$ cat src/rtl/fifo_arb_pkg.sv
// fifo_arb_pkg: shared types for the FIFO write arbiter (data byte type, arbiter state encoding)
package fifo_arb_pkg;
  typedef logic [7:0] byte_t;
  typedef enum logic {IDLE, OWN} arb_state_e;
endpackage

$ cat src/rtl/fifo_rr_pick.sv
// fifo_rr_pick: combinational round-robin pick; ports req_valid/rr_ptr in, any/idx out (first valid index at or after rr_ptr, wrapping)
module fifo_rr_pick #(
  parameter int N = 4,
  localparam int IW = $clog2(N)
) (
  input  logic [N-1:0]  req_valid,
  input  logic [IW-1:0] rr_ptr,
  output logic          any,
  output logic [IW-1:0] idx
);
  always_comb begin
    any = |req_valid;
    idx = '0;
    for (int k = N - 1; k >= 0; k--) begin
      if (req_valid[(int'(rr_ptr) + k) % N]) idx = IW'((int'(rr_ptr) + k) % N);
    end
  end
endmodule

$ cat src/rtl/fifo_write_arbiter.sv
// fifo_write_arbiter: round-robin burst arbiter sharing one FIFO write port; ports clk/rst, req_valid/req_data/req_ready per producer, fifo_read tap in, fifo_write_ctrl/fifo_write_data to FIFO, grant_valid/grant_id/level status out
import fifo_arb_pkg::*;
module fifo_write_arbiter #(
  parameter int NUM_REQ = 4,
  parameter int ENTRIES = 4,
  parameter int BURST = 2,
  localparam int IW = $clog2(NUM_REQ),
  localparam int LW = $clog2(ENTRIES) + 1,
  localparam int BW = (BURST > 1) ? $clog2(BURST) : 1
) (
  input  logic                 clk,
  input  logic                 rst,
  input  logic [NUM_REQ-1:0]   req_valid,
  input  logic [NUM_REQ*8-1:0] req_data,
  output logic [NUM_REQ-1:0]   req_ready,
  input  logic                 fifo_read,
  output logic                 fifo_write_ctrl,
  output logic [7:0]           fifo_write_data,
  output logic                 grant_valid,
  output logic [IW-1:0]        grant_id,
  output logic [LW-1:0]        level
);
  arb_state_e state_q, state_d;
  logic [IW-1:0] owner_q, owner_d, ptr_q, ptr_d, owner_inc, pick_ptr, pick_idx;
  logic [BW-1:0] beat_q, beat_d;
  logic [LW-1:0] level_q, level_d;
  logic own, space, wr, rd, rel, pick_any, take;
  byte_t owner_data;
  fifo_rr_pick #(.N(NUM_REQ)) u_pick (
    .req_valid(req_valid),
    .rr_ptr(pick_ptr),
    .any(pick_any),
    .idx(pick_idx)
  );
  assign own = state_q == OWN;
  assign space = level_q != LW'(ENTRIES);
  assign owner_data = req_data[int'(owner_q) * 8 +: 8];
  assign owner_inc = (owner_q == IW'(NUM_REQ - 1)) ? '0 : owner_q + IW'(1);
  assign wr = own & req_valid[owner_q] & space;
  assign rd = fifo_read & (level_q != '0);
  // a dropped valid releases immediately; otherwise release on the last beat of the burst
  assign rel = own & (~req_valid[owner_q] | (wr & (beat_q == BW'(BURST - 1))));
  // on release the pick already sees the advanced pointer, so handoff has no bubble
  assign pick_ptr = rel ? owner_inc : ptr_q;
  assign take = (~own | rel) & pick_any;
  assign req_ready = (own & space) ? NUM_REQ'(1) << owner_q : '0;
  assign fifo_write_ctrl = wr;
  assign fifo_write_data = wr ? owner_data : '0;
  assign grant_valid = own;
  assign grant_id = owner_q;
  assign level = level_q;
  always_comb begin
    state_d = ((own & ~rel) | take) ? OWN : IDLE;
    owner_d = take ? pick_idx : owner_q;
    beat_d = (~own | rel) ? '0 : wr ? beat_q + BW'(1) : beat_q;
    ptr_d = rel ? owner_inc : ptr_q;
    level_d = level_q + LW'(wr) - LW'(rd);
  end
  always_ff @(posedge clk) begin
    if (rst) begin
      state_q <= IDLE;
      owner_q <= '0;
      beat_q <= '0;
      ptr_q <= '0;
      level_q <= '0;
    end else begin
      state_q <= state_d;
      owner_q <= owner_d;
      beat_q <= beat_d;
      ptr_q <= ptr_d;
      level_q <= level_d;
    end
  end
endmodule

$ cat config.mk
export PLATFORM = sky130hd
export DESIGN_NAME = fifo_write_arbiter
export DESIGN_NICKNAME = d
export VERILOG_FILES = /design/src/rtl/fifo_arb_pkg.sv /design/src/rtl/fifo_rr_pick.sv /design/src/rtl/fifo_write_arbiter.sv
export SDC_FILE = /design/constraint.sdc
export NUM_CORES = 1
export LEC_CHECK = 0
export ABC_AREA = 1
export CORE_MARGIN = 5
export CORE_UTILIZATION = 40
export CTS_BUF_LIST = sky130_fd_sc_hd__clkbuf_2
export CTS_CLUSTER_DIAMETER = 100
export DETAILED_ROUTE_END_ITERATION = 12
export GPL_ROUTABILITY_DRIVEN = 0
export PLACE_DENSITY = 0.8
export REMOVE_ABC_BUFFERS = 1
export SLEW_MARGIN = 10
export SYNTH_ARGS = -nofsm -noshare
export SYNTH_HDL_FRONTEND = slang
export SYNTH_SLANG_ARGS = --single-unit
$ cat constraint.sdc
create_clock -name clk -period 2.3 [get_ports clk]
set_input_delay 0.46 -clock clk [delete_from_list [all_inputs] [get_ports clk]]
set_output_delay 0.46 -clock clk [all_outputs]
set_load 0.01 [all_outputs]
==> out/metrics.cfg <==
[cts]
cts_tree = done
clockRootBuffer = clkbuf_2
worstSkewPairLatency_ps = 250
clock_sinks = 9
clock_path_buffers = 2
clk_pin_slew_ps = 90
cts_htree_levels = 1
holdBufCountCts = 0
numCtsBuffers = 3

[yosys]
synth_xor_area_frac = 0.00749
ys_seq_area_frac = 0.154
synthDistinctLibCells = 24
yosys_warnings = 0
syn_area_um2 = 1170
synth_compound_area_frac = 0.150
synth_edf_count = 0
netlist_instances = 198
synthFlopType = dfxtp_1
ys_ff_latch = 9
synthMuxAreaShare = 0
async_flop_share = 0
avgSynthCellArea_um2 = 5.91
synth_top_family_by_area = simple AND/OR/NAND/NOR gates
yosys.area_share.adder = 0.0813
synth-simple-area-share = 0.495

[route]
ant_nets = 0
firstDrtPassIters = 4
vias = 1498
via_per_inst = 4.79
post_drt_wl_per_cell_um = 11.9
drt-initial-drc-count = 122
drc = 0
postRouteWirelength_mm = 3.72

[sta]
setup_viol = 0
period_needed_ps = 2200
fin_crit_sh = 0.958
clock_skew_ps = 0.802
hold_violations = 0
rsz0062_at_grt = no
relSlewSlack = 0.806
fmax_mhz = 454
max_slew.worst_pin.slew_ps = 290
slew_viol_final = 0

[pwr]
peakVddDrop_mv = 0.749
switching_share = 0.491
combPwrFrac = 0.802
switching_power_uw = 905
p_seq_frac = 0.142
clkPwrFrac = 0.057
total_power_mw = 1.84
leakagePower_nw = 1.01
intPower_uw = 938
p_per_area_nw_per_um2 = 933

[worst_setup_path]
cp-start-kind = register
crit_type = reg2out
worstPathRequired_ps = 1840
crit_fanout = 12
path_cells = inv_4, buf_4, ha_1, inv_1, nor2_1, clkdlybuf4s50_1
cp.arrival_ps = 1740
ff2ff_setup_slack_ps = 250
critPathSlowestCell = clkdlybuf4s50_1
slowest_delay_ps = 560
crit_path_end_kind = output pin

[layout]
final_layout_size_suffix_gt1_frac = 0.238
num_antenna_cells = 0
final_cells = 313
fillers = 240
multi_input_area_um2 = 865
nNetsFinal = 329
register_area_um2 = 185
area_delta_synth_final_pct = 68.9

[global_route]
grt_pass1_wl_mm = 5.99
antenna_found_initial = 0
grt_pass1_vias = 1375
grt_max_degree = 13
overflow = 0
grt_use_total = 0.177

[floorplan]
io_pins = 58
core_area_um2 = 2780
rows = 19
start_util = 0.421
die_area_um2 = 4110
die_x_um = 64.1
die_y_um = 64.1

[placement]
numPlacedInstances = 308
io_buffer_count = 57
hpwl_mm = 3.01

[run_status]
outcome = completed

[hold_path]
hold_class = reg2reg

[run]
maxCapViolCount = 0

## layer usage
metal / global-route usage / wire (um) / up-vias
met5: 0 / 0 / -
li1: - / - / 792
met1: 0.235 / 1720 / 640
met2: 0.276 / 1610 / 60
met3: 0.0455 / 339 / 6
met4: 0.0623 / 54 / 0
## Yosys cell counts (all sizes together) (2+ instances only)
| master | n | area [um2] |
|---|---|---|
| inv | 25 | 93.8 |
| clkbuf | 2 | 7.51 |
| nor2 | 46 | 173 |
| o21ai | 19 | 95.1 |
| dfxtp | 9 | 180 |
| nand3 | 13 | 95.1 |
| a21oi | 12 | 63.8 |
| ha | 6 | 75.1 |
| buf | 3 | 26.3 |
| nand2 | 56 | 298 |
## placed cells by master, fill, tap and decap left out, types with 5 or more instances in the layout
master | synthesis | layout
dlygate4sd2_1 | 0 | 5
dfxtp_1 | 9 | 7
nand2_1 | 42 | 42
clkdlybuf4s50_1 | 0 | 42
a21oi_1 | 11 | 10
nand2_2 | 7 | 7
buf_4 | 2 | 26
o21ai_0 | 19 | 18
nand3_2 | 6 | 6
inv_1 | 23 | 22
buf_2 | 0 | 6
nor2_1 | 46 | 45
nand2_4 | 5 | 5
nand3_1 | 7 | 7
ha_1 | 6 | 6
## power by group through the flow
stage	clock network (mW)	registers (mW)	logic (mW)
detailed placement	0	0.257	1.47
floorplan	0	0.300	0.821
global placement	0	0.255	1.46
finish	0.104	0.261	1.48
global route	0.116	0.269	1.67
CTS	0.106	0.255	1.48
## logic make-up after synthesis
group / after synthesis
adders and majority gates: 7
DFF: 9
buffers and inverters: 31
and+or+nand+nor: 117
xor gates and xnor gates: 1
AOI/OAI and AO/OA: 33
## path summary, 6_finish.rpt
check	startpoint	to	depth (start not counted)
max reg2reg	level[1]$_SDFF_PP0_	level[2]$_SDFF_PP0_	10
max	grant_id[0]$_SDFFE_PP0P_	req_ready[2]	6
min reg2reg	beat_q$_SDFFE_PP0P_	beat_q$_SDFFE_PP0P_	2
min	beat_q$_SDFFE_PP0P_	beat_q$_SDFFE_PP0P_	2
## stage by stage
step	TNS (ps)	utilization	hold slack [ps]	instance area [um2]	setup WS (ps)
2_1_floorplan	-1790	-	498	1140	-357
3_3_place_gp	-3700	0.700	519	1950	-378
3_5_place_dp	-4150	0.700	549	1950	-424
4_1_cts	0	0.705	571	1960	28.5
5_1_grt	0	0.710	623	1980	21.7
6_report	0	0.710	570	1980	97.4
## worst max-delay path, delay by kind of cell, from the launching register on
kind | cells | cell delay, ps
DFF | 1 | 390
adders and majority gates | 1 | 150
buffers and inverters | 4 | 860
and+or+nand+nor | 1 | 80
## flip-flops by register name, indices dropped and copies added (netlist names)
register / count
ptr_q: 2
grant_id: 2
beat_q: 1
grant_valid: 1
level: 3
## final cells by class
type	instances	share of cell area
clock buffers	4	0.0101
inverters	26	0.0507
multi-input cells	158	0.438
flip-flops and latches	9	0.0937
well taps	31	0.0196
repair buffers	85	0.388
## what timing repair did
item,in CTS,in global routing
pin swaps,1,0
endpoints found under the setup margin,14,4
gates resized for setup,39,6
setup buffers,1,0
(Power assumes the default switching activity.)
